===== src/rtl/rf_pkg.sv =====
// Shared constants for the register-file execution controller:
// R-type opcode, funct7 values, ALU operation codes and FSM states.
package rf_pkg;

    localparam logic [6:0] OP_RTYPE = 7'b0110011;
    localparam logic [6:0] F7_BASE  = 7'h00;
    localparam logic [6:0] F7_ALT   = 7'h20;

    localparam logic [3:0] ALU_AND = 4'b0000;
    localparam logic [3:0] ALU_OR  = 4'b0001;
    localparam logic [3:0] ALU_ADD = 4'b0010;
    localparam logic [3:0] ALU_XOR = 4'b0011;
    localparam logic [3:0] ALU_SLL = 4'b0100;
    localparam logic [3:0] ALU_SRL = 4'b0101;
    localparam logic [3:0] ALU_SUB = 4'b0110;
    localparam logic [3:0] ALU_SLT = 4'b0111;
    localparam logic [3:0] ALU_SRA = 4'b1000;

    typedef enum logic [1:0] {
        ST_IDLE = 2'd0,
        ST_READ = 2'd1,
        ST_EXEC = 2'd2,
        ST_WB   = 2'd3
    } state_e;

endpackage


===== src/rtl/rf_exec_ctrl_if.sv =====
// Bundle between the controller and its environment: instruction
// handshake, regfile control/data, ALU operands/result and status.
// master = the controller, slave = instruction source + regfile + ALU.
interface rf_exec_ctrl_if #(
    parameter int XLEN  = 32,
    parameter int CNT_W = 16
);
    logic             instr_valid;
    logic             instr_ready;
    logic [31:0]      instr;
    logic [4:0]       rf_rs1;
    logic [4:0]       rf_rs2;
    logic [4:0]       rf_rd;
    logic             rf_we;
    logic [XLEN-1:0]  rf_wdata;
    logic [XLEN-1:0]  rf_rv1;
    logic [XLEN-1:0]  rf_rv2;
    logic [XLEN-1:0]  alu_a;
    logic [XLEN-1:0]  alu_b;
    logic [3:0]       alu_ctrl;
    logic [XLEN-1:0]  alu_result;
    logic             done;
    logic             illegal;
    logic [CNT_W-1:0] instr_count;

    modport master (
        input  instr_valid, instr, rf_rv1, rf_rv2, alu_result,
        output instr_ready, rf_rs1, rf_rs2, rf_rd, rf_we, rf_wdata,
               alu_a, alu_b, alu_ctrl, done, illegal, instr_count
    );

    modport slave (
        output instr_valid, instr, rf_rv1, rf_rv2, alu_result,
        input  instr_ready, rf_rs1, rf_rs2, rf_rd, rf_we, rf_wdata,
               alu_a, alu_b, alu_ctrl, done, illegal, instr_count
    );
endinterface


===== src/rtl/rtype_decode.sv =====
// Combinational RV32 R-type decoder: opcode/funct fields -> ALU code
// plus a legal flag. Illegal encodings report ALU_ADD with legal=0.
module rtype_decode
    import rf_pkg::*;
(
    input  logic [6:0] opcode_i,
    input  logic [2:0] funct3_i,
    input  logic [6:0] funct7_i,
    output logic [3:0] alu_ctrl_o,
    output logic       legal_o
);

    // Decode funct3/funct7; funct7 only disambiguates ADD/SUB and SRL/SRA.
    always_comb begin
        alu_ctrl_o = ALU_ADD;
        legal_o    = 1'b0;
        if (opcode_i == OP_RTYPE) begin
            case (funct3_i)
                3'd0: begin
                    if (funct7_i == F7_BASE) begin
                        alu_ctrl_o = ALU_ADD;
                        legal_o    = 1'b1;
                    end else if (funct7_i == F7_ALT) begin
                        alu_ctrl_o = ALU_SUB;
                        legal_o    = 1'b1;
                    end
                end
                3'd1: begin alu_ctrl_o = ALU_SLL; legal_o = 1'b1; end
                3'd2: begin alu_ctrl_o = ALU_SLT; legal_o = 1'b1; end
                3'd4: begin alu_ctrl_o = ALU_XOR; legal_o = 1'b1; end
                3'd6: begin alu_ctrl_o = ALU_OR;  legal_o = 1'b1; end
                3'd7: begin alu_ctrl_o = ALU_AND; legal_o = 1'b1; end
                3'd5: begin
                    if (funct7_i == F7_BASE) begin
                        alu_ctrl_o = ALU_SRL;
                        legal_o    = 1'b1;
                    end else if (funct7_i == F7_ALT) begin
                        alu_ctrl_o = ALU_SRA;
                        legal_o    = 1'b1;
                    end
                end
                default: ; // funct3=3 (SLTU) is not supported
            endcase
        end
    end

endmodule


===== src/rtl/rf_exec_ctrl.sv =====
// Four-state sequencer driving a registered-read regfile and an external
// combinational ALU: IDLE (accept) -> READ -> EXEC -> WB (write-back).
module rf_exec_ctrl
    import rf_pkg::*;
#(
    parameter int XLEN  = 32,
    parameter int CNT_W = 16
) (
    input  logic          clk,
    input  logic          rst_n,
    rf_exec_ctrl_if.master bus
);

    state_e           state_q, state_d;
    logic [4:0]       rs1_q, rs2_q, rd_q;
    logic [3:0]       ctrl_q;
    logic             legal_q;
    logic [XLEN-1:0]  wdata_q, a_q, b_q;
    logic [CNT_W-1:0] cnt_q;

    logic [3:0]       dec_ctrl;
    logic             dec_legal;
    logic             accept;

    rtype_decode u_dec (
        .opcode_i   (bus.instr[6:0]),
        .funct3_i   (bus.instr[14:12]),
        .funct7_i   (bus.instr[31:25]),
        .alu_ctrl_o (dec_ctrl),
        .legal_o    (dec_legal)
    );

    assign accept = (state_q == ST_IDLE) && bus.instr_valid;

    // State register.
    always_ff @(posedge clk or negedge rst_n) begin
        if (!rst_n) state_q <= ST_IDLE;
        else        state_q <= state_d;
    end

    // Next-state: fixed walk through all states once an instruction is taken.
    always_comb begin
        state_d = state_q;
        case (state_q)
            ST_IDLE: if (bus.instr_valid) state_d = ST_READ;
            ST_READ: state_d = ST_EXEC;
            ST_EXEC: state_d = ST_WB;
            ST_WB:   state_d = ST_IDLE;
            default: state_d = ST_IDLE;
        endcase
    end

    // Datapath registers: fields and decode are latched at accept so the
    // read addresses are already on the bus during READ; operands and the
    // ALU result are captured at the end of EXEC. The counter moves at the
    // same edge so the new count is visible alongside done in WB.
    always_ff @(posedge clk or negedge rst_n) begin
        if (!rst_n) begin
            rs1_q   <= '0;
            rs2_q   <= '0;
            rd_q    <= '0;
            ctrl_q  <= ALU_ADD;
            legal_q <= 1'b0;
            wdata_q <= '0;
            a_q     <= '0;
            b_q     <= '0;
            cnt_q   <= '0;
        end else begin
            if (accept) begin
                rs1_q   <= bus.instr[19:15];
                rs2_q   <= bus.instr[24:20];
                rd_q    <= bus.instr[11:7];
                ctrl_q  <= dec_ctrl;
                legal_q <= dec_legal;
            end
            if (state_q == ST_EXEC) begin
                a_q     <= bus.rf_rv1;
                b_q     <= bus.rf_rv2;
                wdata_q <= bus.alu_result;
                if (legal_q) cnt_q <= cnt_q + CNT_W'(1);
            end
        end
    end

    // Operands pass straight through in EXEC (the ALU result must settle in
    // that same cycle) and otherwise hold the last captured values.
    assign bus.alu_a       = (state_q == ST_EXEC) ? bus.rf_rv1 : a_q;
    assign bus.alu_b       = (state_q == ST_EXEC) ? bus.rf_rv2 : b_q;
    assign bus.alu_ctrl    = ctrl_q;
    assign bus.rf_rs1      = rs1_q;
    assign bus.rf_rs2      = rs2_q;
    assign bus.rf_rd       = rd_q;
    assign bus.rf_wdata    = wdata_q;
    assign bus.instr_count = cnt_q;
    assign bus.instr_ready = (state_q == ST_IDLE);
    assign bus.done        = (state_q == ST_WB);
    assign bus.illegal     = (state_q == ST_WB) && !legal_q;
    assign bus.rf_we       = (state_q == ST_WB) && legal_q && (rd_q != 5'd0);

endmodule


===== src/flat_wrapper.sv =====
// flat-port wrapper written by rule: the top's interface ports become plain ports
module rf_exec_ctrl_flat import rf_pkg::*;
#(
    parameter int XLEN  = 32,
    parameter int CNT_W = 16
)
  (clk, rst_n, bus_instr_valid, bus_instr, bus_rf_rv1, bus_rf_rv2, bus_alu_result, bus_instr_ready, bus_rf_rs1, bus_rf_rs2, bus_rf_rd, bus_rf_we, bus_rf_wdata, bus_alu_a, bus_alu_b, bus_alu_ctrl, bus_done, bus_illegal, bus_instr_count);
  rf_exec_ctrl_if #(.XLEN(XLEN), .CNT_W(CNT_W)) bus_i ();
  input  logic clk;
  input  logic rst_n;
  input wire logic [$bits(bus_i.instr_valid)-1:0] bus_instr_valid;
  input wire logic [$bits(bus_i.instr)-1:0] bus_instr;
  input wire logic [$bits(bus_i.rf_rv1)-1:0] bus_rf_rv1;
  input wire logic [$bits(bus_i.rf_rv2)-1:0] bus_rf_rv2;
  input wire logic [$bits(bus_i.alu_result)-1:0] bus_alu_result;
  output wire logic [$bits(bus_i.instr_ready)-1:0] bus_instr_ready;
  output wire logic [$bits(bus_i.rf_rs1)-1:0] bus_rf_rs1;
  output wire logic [$bits(bus_i.rf_rs2)-1:0] bus_rf_rs2;
  output wire logic [$bits(bus_i.rf_rd)-1:0] bus_rf_rd;
  output wire logic [$bits(bus_i.rf_we)-1:0] bus_rf_we;
  output wire logic [$bits(bus_i.rf_wdata)-1:0] bus_rf_wdata;
  output wire logic [$bits(bus_i.alu_a)-1:0] bus_alu_a;
  output wire logic [$bits(bus_i.alu_b)-1:0] bus_alu_b;
  output wire logic [$bits(bus_i.alu_ctrl)-1:0] bus_alu_ctrl;
  output wire logic [$bits(bus_i.done)-1:0] bus_done;
  output wire logic [$bits(bus_i.illegal)-1:0] bus_illegal;
  output wire logic [$bits(bus_i.instr_count)-1:0] bus_instr_count;
  assign bus_i.instr_valid = bus_instr_valid;
  assign bus_i.instr = bus_instr;
  assign bus_i.rf_rv1 = bus_rf_rv1;
  assign bus_i.rf_rv2 = bus_rf_rv2;
  assign bus_i.alu_result = bus_alu_result;
  assign bus_instr_ready = bus_i.instr_ready;
  assign bus_rf_rs1 = bus_i.rf_rs1;
  assign bus_rf_rs2 = bus_i.rf_rs2;
  assign bus_rf_rd = bus_i.rf_rd;
  assign bus_rf_we = bus_i.rf_we;
  assign bus_rf_wdata = bus_i.rf_wdata;
  assign bus_alu_a = bus_i.alu_a;
  assign bus_alu_b = bus_i.alu_b;
  assign bus_alu_ctrl = bus_i.alu_ctrl;
  assign bus_done = bus_i.done;
  assign bus_illegal = bus_i.illegal;
  assign bus_instr_count = bus_i.instr_count;
  rf_exec_ctrl #(.XLEN(XLEN), .CNT_W(CNT_W)) u_core (.clk(clk), .rst_n(rst_n), .bus(bus_i));
endmodule

===== config.mk =====
export PLATFORM = sky130hd
export DESIGN_NAME = rf_exec_ctrl_flat
export DESIGN_NICKNAME = d
export VERILOG_FILES = /design/src/rtl/rf_pkg.sv /design/src/rtl/rf_exec_ctrl_if.sv /design/src/rtl/rtype_decode.sv /design/src/rtl/rf_exec_ctrl.sv /design/src/flat_wrapper.sv
export SDC_FILE = /design/constraint.sdc
export NUM_CORES = 1
export LEC_CHECK = 0
export ABC_AREA = 1
export ABC_CLOCK_PERIOD_IN_PS = 4800
export CAP_MARGIN = 0
export CELL_PAD_IN_SITES_DETAIL_PLACEMENT = 1
export CELL_PAD_IN_SITES_GLOBAL_PLACEMENT = 1
export CORE_MARGIN = 2
export CORE_UTILIZATION = 33
export CTS_CLUSTER_DIAMETER = 150
export DETAILED_ROUTE_END_ITERATION = 8
export PLACE_DENSITY_LB_ADDON = 0.1
export SETUP_SLACK_MARGIN = 0.02
export SYNTH_ARGS = -nofsm -noshare
export SYNTH_HDL_FRONTEND = slang
export SYNTH_SLANG_ARGS = --single-unit

===== constraint.sdc =====
create_clock -name clk -period 4.8 [get_ports clk]
set_input_delay 0.96 -clock clk [delete_from_list [all_inputs] [get_ports clk]]
set_output_delay 0.96 -clock clk [all_outputs]
set_load 0.05 [all_outputs]

### Yosys cells after proc, flatten, opt, wreduce, memory -nomap -nowiden

Index checks and enable logic that the tools add are counted.

* register bits after elaboration: 134
* input bits: 131
* output and inout port bits: 135
* word-level logic and storage cells: 49

* add/sub/neg operators: 1
* eq/ne operators: 12
* multiplexer cells: 14
* reductions and logical operators: 12

Operators with widths (count)
* 32-bit two-way mux: 2
* 4-bit one-hot mux with 7 select lines: 1
* 16-bit by 1-bit adder with 16-bit output (second input constant): 1
* 7-bit by 6-bit == test with 1-bit output (second input constant): 2
* 3-bit == test (second input constant): 4
* 4-bit two-way mux: 3
* 2-bit one-hot mux with 4 select lines: 1
* 7-bit logical NOT: 1
* 3-bit two-way mux: 2
* 5-bit nonzero test: 1
* 5-bit OR reduction: 1
* 2-bit == test (second input constant): 2
* 1-bit logical AND: 4
* 3-bit by 1-bit == test with 1-bit output (second input constant): 1
* 3-bit by 2-bit == test with 1-bit output (second input constant): 1
* 3-bit logical NOT: 1
* 1-bit two-way mux: 3
* 2-bit by 1-bit == test with 1-bit output (second input constant): 1
* 2-bit logical NOT: 1
* 2-bit two-way mux: 1
* 2-bit != test (second input constant): 1
* 1-bit one-hot mux with 2 select lines: 1
* 2-bit AND reduction: 1
* 2-bit OR reduction: 1
* 1-bit logical NOT: 1

### Longest topological paths before layout

Gate-level depths: netlist of run 1.

* depth after elaboration: 5
* depth in mapped cells: 10
* gate-level depth less buffers: 9

### Hierarchy

Synthesis of run 1 repeated with hierarchy kept, for this count alone.

* cell total of the unflattened synthesis: 418
* area, all modules: 5522.8 um2

By module, submodules not included
* rf_exec_ctrl: times used 1, cells an instance 375, area each 5328.9 um2, seq. area each 3354.5 um2
* rtype_decode: times used 1, cells an instance 43, area each 193.9 um2, seq. area each 0.0 um2

### Worst setup path after synthesis of run 1

OpenSTA, ideal clock, no wires.

* path kind: register -> output
* start: reg u_core.state_q[1]
* end: out bus_illegal
* arrival: 1.578 ns
* required time: 3.840 ns
* setup slack: 2.262 ns
* stages on the path, launching flop included: 4
* buffers on the path: 0
* cell sequence: dfrtp_1 -> ha_1 -> inv_1 -> nor2_1

* cells in the longest elaborated chain, start to end: 2

Ends and longest elaborated chain
* start, declared: RTL line rf_exec_ctrl.sv:14 `state_e state_q, state_d;`
* start signal, assigned: RTL line rf_exec_ctrl.sv:38 `else state_q <= state_d;`
* 2-bit == test
* named net bus_done: RTL line flat_wrapper.sv:25 `output wire logic [$bits(bus_i.done)-1:0] bus_done;`
* 1-bit logical AND: RTL line rf_exec_ctrl.sv:97 `assign bus.illegal = (state_q == ST_WB) && !legal_q;`
* end, declared: RTL line flat_wrapper.sv:26 `output wire logic [$bits(bus_i.illegal)-1:0] bus_illegal;`

The timed path passes the listed nets, and every way through them passes these cells.

### Worst setup path after layout of run 1

* start: reg u_core.state_q[0]
* end: out bus_alu_a[11]

* cells in the longest elaborated chain, start to end: 2

Ends and longest elaborated chain
* 2-bit == test: RTL line rf_exec_ctrl.sv:87 `assign bus.alu_a = (state_q == ST_EXEC) ? bus.rf_rv1 : a_q;`
* 32-bit two-way mux: RTL line rf_exec_ctrl.sv:87
* end, declared: RTL line flat_wrapper.sv:22 `output wire logic [$bits(bus_i.alu_a)-1:0] bus_alu_a;`

No other way between the ends.

==> reports/results.tsv, run 1 <==
stage	metric	value	unit
worst_hold_path	worst_hold_path_type	flop to flop	
drt	wirelength	16.84	mm
critical_path	crit_arrival	2.88	ns
power_and_ir_drop	vdd_ir_drop_max	0.5401	mV
finish	layout.nets	847	
cts	holdBufCountCts	0	
critical_path	end_kind	primary output	
logic_synthesis	yosys-top-cells-area	dfrtp_1 61%, mux2_2 20%, nand2_1 6.3%	
drt	detail-route-antenna-nets	0	
sta	min_period_over_period	0.8008	
power_and_ir_drop	leakagePower	3.864	nW
global_route	grt.total_usage	0.2008	
critical_path	worst_path_dominant_cell_family	buffers and inverters	
logic_synthesis	synthDominantCellAreaShare	0.6107	
cts	h-tree-depth	4	
cts	clkTransAtPathRegs	0.06	ns
global_route	grt_pass1_vias	4987	
finish	final_cell_mix	264 x clkdlybuf4s50_1, 133 x dfrtp_1, 96 x mux2_2	
sta	rsz0062_at_grt	no	
critical_path	crit_buf_inv	3	
critical_path	crit_type	flop to primary output	
drt	dr.pass1.iters	4	
placement	hpwl	12.50	mm
power_and_ir_drop	power.density	873.7	nW/um2
cts	root_buffer	clkbuf_16	
sta	worst_pin_slew	0.9582	ns
die	core_area	16000	um2
critical_path	cp.required	3.84	ns
logic_synthesis	synth-seq-area-share	0.6155	
die	dieArea	17560	um2
finish	syn_to_final_growth	64.85	%
global_route	antenna_found_initial	0	
logic_synthesis	ys_types	25	
sta	post-route-min-period	3.844	ns
logic_synthesis	yosys.area.top_type	dfrtp_1	
sta	skew	0.01043	ns
die	row_count	46	
placement	place_ws	1.343	ns
global_route	grt_pass1_wl	27.17	mm
cts	cts_made_buffers	17	
critical_path	setup.worst_path.end	bus_alu_a[11]	
sta	maxSlewViolCount	0	
critical_path	worst_setup_path_start_kind	flop	
placement	port_buffers	265	
sta	max_freq	260.2	MHz
cts	cts_tree	done	
sta	finalHoldViolCount	0	
logic_synthesis	yosys_warnings	0	
logic_synthesis	ys_ff_latch	134	
outcome	status	completed	
finish	final_common_cell	clkdlybuf4s50_1	
drt	first_iter_violations	115	
critical_path	crit_path_start	u_core.state_q[0]$_DFFE_PN0P_	
worst_hold_path	min_path_cells	2	
logic_synthesis	avgSynthCellArea	12.39	um2
drt	drcViolationCount	0	
die	ios	266	
logic_synthesis	syn_nets	575	
cts	numClockSinks	134	
sta	tns	0	ns
drt	vias	4280	
critical_path	reg2reg_depth	8	
run	drv_cap	0	
sta	fin_hold_ws	0.4775	ns
critical_path	slowest_delay	0.75	ns
sta	setup_slack	0.9561	ns
critical_path	rr_startpoint	u_core.state_q[1]$_DFFE_PN0P_	
critical_path	slowest_stage	clkdlybuf4s50_1	
critical_path	cp_cell_sequence	inv_1 > ha_4 > buf_12 > mux2_2 > clkdlybuf4s50_1	
cts	cts_max_path_buffers	2	
cts	cts_resized	0	
critical_path	crit_cells	5	
global_route	grt.overflow.total	0	
sta	max-slew-margin-rel	0.3612	
critical_path	reg2reg_slack	2.21	ns
logic_synthesis	syn_inst	440	
die	die_h	132.5	um
critical_path	rr_endpoint	u_core.bus.alu_ctrl[0]$_DFFE_PN0P_	
placement	gp_congestion	0.7775	
finish	layout-drive-gt1-share	0.1878	
cts	postCtsSetupBuffers	0	
die	initial_utilization	0.3406	
finish	antenna_cells	0	
critical_path	cp_max_fo	56	
global_route	grt_max_degree	104	
die	die_w	132.5	um
drt	viasPerCell	4.553	
sta	finalSetupViolCount	0	
drt	wl_per_cell	17.92	um
cts	insertion_delay	0.42	ns
logic_synthesis	netlist_area	5450	um2
[metal layers]
metal,part of all wire,global-route usage,wire length (um),vias to the layer above
met2,0.54,0.3725,9093,152
met4,0.012,0.06691,196,0
met1,0.38,0.2112,6326,2131
li1,-,-,-,1981
met3,0.073,0.06973,1225,16
met5,0,0,0,-
[worst min path at each step]
stage / slack, ns / from / to
final: 0.48 / u_core.bus.alu_ctrl[1]$_DFFE_PN1P_ / u_core.bus.alu_ctrl[1]$_DFFE_PN1P_
after global placement: 0.46 / u_core.bus.alu_ctrl[1]$_DFFE_PN1P_ / u_core.bus.alu_ctrl[1]$_DFFE_PN1P_
after CTS: 0.48 / u_core.bus.alu_ctrl[1]$_DFFE_PN1P_ / u_core.bus.alu_ctrl[1]$_DFFE_PN1P_
after detailed placement: 0.47 / u_core.bus.alu_ctrl[1]$_DFFE_PN1P_ / u_core.bus.alu_ctrl[1]$_DFFE_PN1P_
after global routing: 0.50 / u_core.bus.rf_rs2[1]$_DFFE_PN0P_ / u_core.bus.rf_rs2[1]$_DFFE_PN0P_
after floorplan: 0.54 / u_core.state_q[1]$_DFFE_PN0P_ / u_core.state_q[1]$_DFFE_PN0P_
[stage by stage]
step	power [mW]	instance area, um2	cells	utilization
finish	7.850	8985	940	0.5615
detailed placement	6.443	8323	909	0.5202
floorplan	4.905	5450	440	-
CTS	7.955	8985	940	0.5615
global placement	6.344	8323	909	0.5202
global route	8.184	8985	940	0.5615
[final cells by class]
cell class / instances / area [um2]
clock buffer: 22 / 464.2
timing repair buffer: 268 / 2689
tap: 216 / 270.3
sequential: 134 / 3354
inverter: 25 / 93.84
fill: 1697 / 7015
multi-input combinational: 266 / 1916
clock inverter: 9 / 197.7
[cell usage after synthesis]
library cell / count
dfrtp_1: 133
mux2_2: 96
nand2_1: 92
nor2_1: 25
inv_1: 24
nand3_1: 14
nor3_1: 8
buf_2: 7
xor2_1: 6
xnor2_1: 5
buf_6: 4
ha_1: 4
a21oi_1: 3
clkbuf_1: 3
nor2_4: 3
o21ai_0: 3
nand4_1: 2
buf_4: 1
clkinv_1: 1
dfstp_2: 1
nand2_4: 1
nand3_4: 1
nand3b_1: 1
nor2_2: 1
o21bai_1: 1
[report_power, final]
| part | leakage, nW | internal [mW] | switching [mW] |
|---|---|---|---|
| Combinational | 1.92 | 1.63 | 2.92 |
| Sequential | 1.63 | 1.63 | 0.193 |
| Clock | 0.320 | 0.997 | 0.473 |
| Total | 3.86 | 4.26 | 3.59 |
[tightest hold or removal path: cells and delay by family (launching register included)]
family           cells  cell delay [ns]
AND/OR/NAND/NOR      2             0.11
flip-flops           1             0.37
[sequential cells by signal, indices dropped and copies added, names as in the netlist]
signal / count
u_core.bus.rf_rd: 5
u_core.b_q: 32
u_core.bus.alu_ctrl: 4
u_core.bus.instr_count: 16
u_core.a_q: 32
u_core.bus.rf_rs1: 5
u_core.bus.rf_wdata: 32
u_core.state_q: 2
u_core.bus.rf_rs2: 5
u_core.legal_q: 1
[kinds of logic after synthesis]
logic type | share of synthesized area
xor+xnor | 0.01768
simple gates | 0.1171
buf+inv | 0.03535
fa+ha+maj | 0.009183
flops | 0.6155
compound gates | 0.006886
mux | 0.1983
Power figures use the tool's default switching activity.
==> run 2, diff against run 1 <==
--- a/config.mk
+++ b/config.mk
@@ -6,12 +6,12 @@
 export NUM_CORES = 1
 export LEC_CHECK = 0
 export ABC_AREA = 1
-export ABC_CLOCK_PERIOD_IN_PS = 4800
+export ABC_CLOCK_PERIOD_IN_PS = 3300
 export CAP_MARGIN = 0
 export CELL_PAD_IN_SITES_DETAIL_PLACEMENT = 1
 export CELL_PAD_IN_SITES_GLOBAL_PLACEMENT = 1
 export CORE_MARGIN = 2
-export CORE_UTILIZATION = 33
+export CORE_UTILIZATION = 28
 export CTS_CLUSTER_DIAMETER = 150
 export DETAILED_ROUTE_END_ITERATION = 8
 export PLACE_DENSITY_LB_ADDON = 0.1
==> constraint.sdc (replaced) <==
create_clock -name clk -period 3.3 [get_ports clk]
set_input_delay 0.66 -clock clk [delete_from_list [all_inputs] [get_ports clk]]
set_output_delay 0.66 -clock clk [all_outputs]
set_load 0.05 [all_outputs]
==> run 2 against run 1 <==
- routed wire length decreased by 2.5%
- die area increased by 17%
- combinational power increased by 39%
- register-to-register slack got worse by 1.0 ns
- sequential cell count unchanged
- utilization decreased by 9.3 points
- non-clock buffer count increased by 3
- clock power increased by 44%
- first-iteration DRC count decreased by 31%
- final cell count increased by 5.6%
- critical endpoint is now bus_alu_a[23]
- highest routed layer unchanged
==> reports/results.tsv, run 2 (synthesized netlist as in run 1, its figures left out) <==
stage	metric	value	unit
critical_path	reg2reg_depth	9	
finish	nFillCells	2054	
placement	gp_congestion	0.7814	
cts	postCtsSetupBuffers	0	
cts	h-tree-depth	4	
sta	finalHoldViolCount	0	
finish	layout.nets	850	
cts	clkTransAtPathRegs	0.06	ns
critical_path	crit_arrival	2.49	ns
finish	syn_to_final_growth	65.54	%
drt	routed.top_layer	met4	
placement	place_ws	0.4242	ns
cts	cts_tree	done	
drt	detail-route-antenna-nets	0	
power_and_ir_drop	vdd_ir_drop_max	0.6301	mV
sta	finalSetupViolCount	0	
sta	rsz0062_at_grt	no	
placement	port_buffers	265	
cts	insertion_delay	0.42	ns
finish	final_common_cell	clkdlybuf4s50_1	
placement	hpwl	12.56	mm
global_route	grt_pass1_wl	25.47	mm
drt	wl_met3	1.633	mm
cts	cts_resized	50	
global_route	grt.overflow.total	0	
drt	vias	4250	
sta	min_period_over_period	0.9557	
die	dieArea	20600	um2
global_route	grt_pass1_vias	4809	
sta	tns	0	ns
drt	wl_per_cell	16.53	um
drt	wl_met2	8.359	mm
cts	cts_made_buffers	17	
cts	cts_max_path_buffers	2	
power_and_ir_drop	leakagePower	3.951	nW
outcome	status	completed	
power_and_ir_drop	power.density	1229	nW/um2
drt	drcViolationCount	0	
global_route	grt_max_degree	68	
global_route	antenna_found_initial	0	
sta	skew	0.007455	ns
worst_hold_path	worst_hold_path_type	primary input to async pin	
run	drv_cap	0	
power_and_ir_drop	finalPower	11.09	mW
finish	final_cell_mix	214 x clkdlybuf4s50_1, 133 x dfrtp_1, 96 x mux2_2	
global_route	grt.total_usage	0.1628	
drt	viasPerCell	4.280	
die	initial_utilization	0.2828	
critical_path	crit_type	flop to primary output	
drt	first_iter_violations	79	
die	core_area	19270	um2
die	ios	266	
critical_path	worst_setup_path_start_kind	flop	
die	die_w	143.5	um
drt	dr.pass1.iters	4	
finish	layout-drive-gt1-share	0.1951	
critical_path	cp_max_fo	17	
sta	max_freq	317.1	MHz
sta	setup_slack	0.1461	ns
die	die_h	143.5	um
critical_path	end_kind	primary output	
critical_path	cp.required	2.64	ns
cts	numClockSinks	134	
sta	max-slew-margin-rel	0.5669	
drt	wl_met1	6.071	mm
sta	post-route-min-period	3.154	ns
finish	antenna_cells	0	
sta	worst_pin_slew	0.6496	ns
cts	holdBufCountCts	0	
die	row_count	51	
finish	final_core_utilization	0.4682	
cts	root_buffer	clkbuf_16	
sta	maxSlewViolCount	0	
drt	wirelength	16.41	mm
[run 2: changes by cell type in the layout (fill, tap and decap cells not counted), sizes merged]
cell / before / now
dlygate4sd2: 0 / 50
clkinvlp: 1 / 3
clkbuf: 22 / 21
inv: 24 / 25
bufinv: 6 / 5
buf: 4 / 7
clkdlybuf4s50: 264 / 214
[run 2: power breakdown]
group,switching (mW),internal [mW]
registers,0.280,2.37
logic,4.22,2.10
clock network,0.717,1.40
[run 2: final timing paths]
check                                                    from                            endpoint  slack (ns)
max                             u_core.state_q[0]$_DFFE_PN0P_                       bus_alu_a[23]        0.15
min                                                     rst_n            u_core.a_q[19]$_DFF_PN0_        0.24
max reg2reg                     u_core.state_q[1]$_DFFE_PN0P_          u_core.legal_q$_DFFE_PN0P_        1.19
min reg2reg                u_core.bus.alu_ctrl[1]$_DFFE_PN1P_  u_core.bus.alu_ctrl[1]$_DFFE_PN1P_        0.48
max in group asynchronous                               rst_n     u_core.bus.rf_rd[0]$_DFFE_PN0P_        2.29
min in group clk           u_core.bus.alu_ctrl[1]$_DFFE_PN1P_  u_core.bus.alu_ctrl[1]$_DFFE_PN1P_        0.48
[run 2: layout make-up]
class | count | area (um2) | area share
inverter | 25 | 93.84 | 0.01040
sequential | 134 | 3354 | 0.3718
multi-input combinational | 266 | 1916 | 0.2123
clock buffer | 21 | 470.5 | 0.05214
timing repair buffer | 271 | 2661 | 0.2950
tap | 265 | 331.6 | 0.03675
clock inverter | 11 | 195.2 | 0.02163
[run 2: critical path, stage by stage (launching register included)]
cell             delay, ns
dfrtp_1               0.38
inv_1                 0.14
ha_4                  0.20
buf_4                 0.25
mux2_2                0.38
clkdlybuf4s50_1       0.72
[run 2: through the flow]
| step | cells | hold slack [ns] | area, um2 |
|---|---|---|---|
| 2_1_floorplan | 440 | 0.3644 | 5450 |
| 3_3_place_gp | 961 | 0.4581 | 8419 |
| 3_5_place_dp | 961 | 0.4701 | 8419 |
| 4_1_cts | 993 | 0.2686 | 9022 |
| 5_1_grt | 993 | 0.2830 | 9022 |
| 6_report | 993 | 0.2409 | 9022 |
[run 2: layer usage]
metal,vias up,global-route usage
li1,1989,-
met5,-,0
met2,174,0.2847
met3,27,0.07231
met4,0,0.06089
met1,2060,0.1728
==> run 3, diff against run 2 <==
--- a/config.mk
+++ b/config.mk
@@ -10,7 +10,6 @@
 export CAP_MARGIN = 0
 export CELL_PAD_IN_SITES_DETAIL_PLACEMENT = 1
 export CELL_PAD_IN_SITES_GLOBAL_PLACEMENT = 1
-export CORE_MARGIN = 2
 export CORE_UTILIZATION = 28
 export CTS_CLUSTER_DIAMETER = 150
 export DETAILED_ROUTE_END_ITERATION = 8
@@ -18,4 +17,5 @@
 export SETUP_SLACK_MARGIN = 0.02
 export SYNTH_ARGS = -nofsm -noshare
 export SYNTH_HDL_FRONTEND = slang
+export SYNTH_HIERARCHICAL = 1
 export SYNTH_SLANG_ARGS = --single-unit
==> run 3 against run 2 <==
- cell area hardly changed
- routed wire length is 1.5% lower
- first-iteration DRC count is 91% higher
- non-clock buffer count is 1 higher
- clock power is 8% lower
==> reports/results.tsv, run 3 <==
stage	metric	value	unit
cts	h-tree-depth	4	
drt	wl_per_cell	16.61	um
logic_synthesis	syn_inst	418	
logic_synthesis	async_reset_ff_frac	1.000	
logic_synthesis	synthDominantCellAreaShare	0.6026	
sta	max_freq	325.3	MHz
placement	port_buffers	265	
global_route	grt_max_degree	57	
power_and_ir_drop	comb_power_share	0.587	
sta	post-route-min-period	3.074	ns
logic_synthesis	yosys_warnings	6	
drt	detail-route-antenna-nets	0	
critical_path	crit_arrival	2.41	ns
sta	finalSetupViolCount	0	
sta	min_period_over_period	0.9314	
finish	nFillCells	2074	
logic_synthesis	synth_edf_count	0	
drt	vias	4216	
logic_synthesis	netlist_area	5523	um2
finish	layout-drive-gt1-share	0.3018	
critical_path	worst_setup_path_start_kind	flop	
critical_path	reg2reg_depth	11	
drt	first_iter_violations	151	
drt	viasPerCell	4.329	
logic_synthesis	synthMuxAreaShare	0.2365	
logic_synthesis	avgSynthCellArea	13.21	um2
critical_path	rr_endpoint	u_core/bus.instr_count[13]$_DFFE_PN0P_	
critical_path	cp.required	2.64	ns
cts	cts_made_buffers	17	
cts	numClockSinks	134	
sta	max-slew-margin-rel	0.6314	
cts	root_buffer	clkbuf_16	
die	dieArea	20290	um2
power_and_ir_drop	intPower	5.861	mW
critical_path	setup.worst_path.end	bus_alu_b[6]	
logic_synthesis	syn_nets	553	
global_route	grt_pass1_vias	4623	
logic_synthesis	synthMostInstantiatedCell	dfrtp_1	
critical_path	end_kind	primary output	
drt	dr.pass1.iters	4	
finish	stdcell_area	9021	um2
finish	final_common_cell	clkdlybuf4s50_1	
finish	layout.nets	831	
sta	worst_pin_slew	0.5512	ns
logic_synthesis	synth-seq-area-share	0.6074	
logic_synthesis	synth_common_cells	133 x dfrtp_1, 116 x mux2_2, 49 x nand2_1	
cts	cts_tree	done	
logic_synthesis	yosys-top-cells-area	dfrtp_1 60%, mux2_2 24%, nand2_1 3.3%	
die	core_area	19400	um2
die	die_w	142.4	um
logic_synthesis	synth-simple-area-share	0.08405	
die	die_h	142.4	um
finish	antenna_cells	0	
critical_path	reg2reg_slack	1.20	ns
die	row_count	51	
run	drv_cap	0	
sta	tns	0	ns
cts	holdBufCountCts	0	
power_and_ir_drop	p_sw_frac	0.4748	
logic_synthesis	synthAdderAreaFrac	0.009062	
cts	insertion_delay	0.42	ns
die	initial_utilization	0.2847	
cts	clkTransAtPathRegs	0.07	ns
worst_hold_path	worst_hold_path_type	primary input to async pin	
critical_path	rr_startpoint	u_core/state_q[0]$_DFFE_PN0P_	
cts	cts_max_path_buffers	2	
placement	gp_congestion	0.7598	
logic_synthesis	ys_ff_latch	134	
power_and_ir_drop	finalPower	11.16	mW
logic_synthesis	synth_xor_area_frac	0.01427	
logic_synthesis	synth_top_family_by_area	multiplexers	
critical_path	crit_path_start	u_core/state_q[0]$_DFFE_PN0P_	
power_and_ir_drop	p_clk_frac	0.176	
sta	skew	0.01293	ns
drt	drcViolationCount	0	
global_route	grt.overflow.total	0	
power_and_ir_drop	power.density	1237	nW/um2
finish	final_cells	974	
global_route	antenna_found_initial	0	
finish	syn_to_final_growth	63.34	%
sta	maxSlewViolCount	0	
logic_synthesis	yosys.area.top_type	dfrtp_1	
sta	rsz0062_at_grt	no	
placement	hpwl	12.16	mm
logic_synthesis	ys_types	25	
critical_path	crit_type	flop to primary output	
power_and_ir_drop	switchingPower	5.297	mW
finish	final_core_utilization	0.4650	
critical_path	cp_max_fo	18	
logic_synthesis	synth-compound-area-share	0.008156	
outcome	status	completed	
power_and_ir_drop	leakagePower	3.954	nW
global_route	grt_pass1_wl	25.55	mm
power_and_ir_drop	p_seq_frac	0.237	
drt	wirelength	16.18	mm
die	ios	266	
power_and_ir_drop	vdd_ir_drop_max	0.6503	mV
placement	dp_cells	941	
logic_synthesis	synth_flop_cell	dfrtp_1	
placement	placed_cell_area	8382	um2
global_route	grt.total_usage	0.1667	
sta	finalHoldViolCount	0	
finish	final_cell_mix	217 x clkdlybuf4s50_1, 133 x dfrtp_1, 116 x mux2_2	
-- run 3: cell count changes after synthesis, sizes merged --
cell | before | now
xnor2 | 5 | 2
nor2 | 29 | 26
o211ai | 0 | 1
nand3b | 1 | 0
clkinv | 1 | 0
mux2 | 96 | 116
buf | 12 | 13
nand4 | 2 | 5
inv | 24 | 34
nand3 | 15 | 11
xor2 | 6 | 7
clkbuf | 3 | 0
nand2 | 93 | 50
-- run 3: worst max-delay path: stages (launching register included) --
cell	delay, ns
dfrtp_1	0.38
inv_1	0.14
ha_4	0.35
mux2_2	0.39
clkdlybuf4s50_1	0.73
-- run 3: per-layer routing --
layer	vias to the layer above	routed length [um]	track usage
met5	-	0	0
met3	24	1144	0.05081
met2	153	8255	0.2828
met1	2083	6377	0.1937
met4	0	397	0.07301
li1	1956	-	-
-- run 3: metrics by stage --
stage | hold WS, ns | setup slack, ns
floorplan | 0.3644 | 1.062
global placement | 0.4807 | 0.4846
detailed placement | 0.4843 | 0.4577
CTS | 0.1670 | 0.03826
global route | 0.1801 | 0.09939
finish | 0.1597 | 0.2263
-- run 3: area by class of cell --
class	count	area [um2]	share of cell area
flip-flops and latches	134	3354	0.3718
repair buffers	272	2644	0.2931
multi-input cells	237	1957	0.2169
clock buffers	17	425.4	0.04716
well taps	265	331.6	0.03675
clock inverters	15	181.4	0.02011
inverters	34	127.6	0.01415
-- run 3: worst min path at each step --
stage                             start                  endpoint  depth (start not counted)
5_1_grt                           rst_n   u_core/b_q[2]$_DFF_PN0_                          1
3_5_place_dp    u_core/b_q[4]$_DFF_PN0_   u_core/b_q[4]$_DFF_PN0_                          1
2_1_floorplan                     rst_n   u_core/a_q[0]$_DFF_PN0_                          0
3_3_place_gp   u_core/a_q[18]$_DFF_PN0_  u_core/a_q[18]$_DFF_PN0_                          1
6_report                          rst_n   u_core/b_q[2]$_DFF_PN0_                          1
4_1_cts                           rst_n   u_core/b_q[2]$_DFF_PN0_                          1
-- run 3: power groups by stage --
stage / combinational [mW] / sequential (mW) / clock (mW)
2_1_floorplan: 3.48 / 3.68 / 0
5_1_grt: 6.83 / 2.74 / 2.09
3_5_place_dp: 6.57 / 2.68 / 0
6_report: 6.55 / 2.64 / 1.96
3_3_place_gp: 6.49 / 2.63 / 0
4_1_cts: 6.64 / 2.65 / 2.03
-- run 3: cells by family (layout without fill, tap and decap cells) --
logic type	after synthesis	count (layout)
flip-flops	134	134
AND/OR/NAND/NOR	100	100
AO/OA/AOI/OAI	8	8
multiplexers	116	116
adder cells (fa/ha/maj)	4	4
XOR/XNOR	9	9
buffers and inverters	47	338
-- run 3: what timing repair did --
action | 4_1_cts | 5_1_grt
pin swaps | 1 | 0
setup buffers | 1 | 0
resized for setup | 0 | 2
setup endpoints to repair | 6 | 2
hold endpoints to repair | 0 | 0
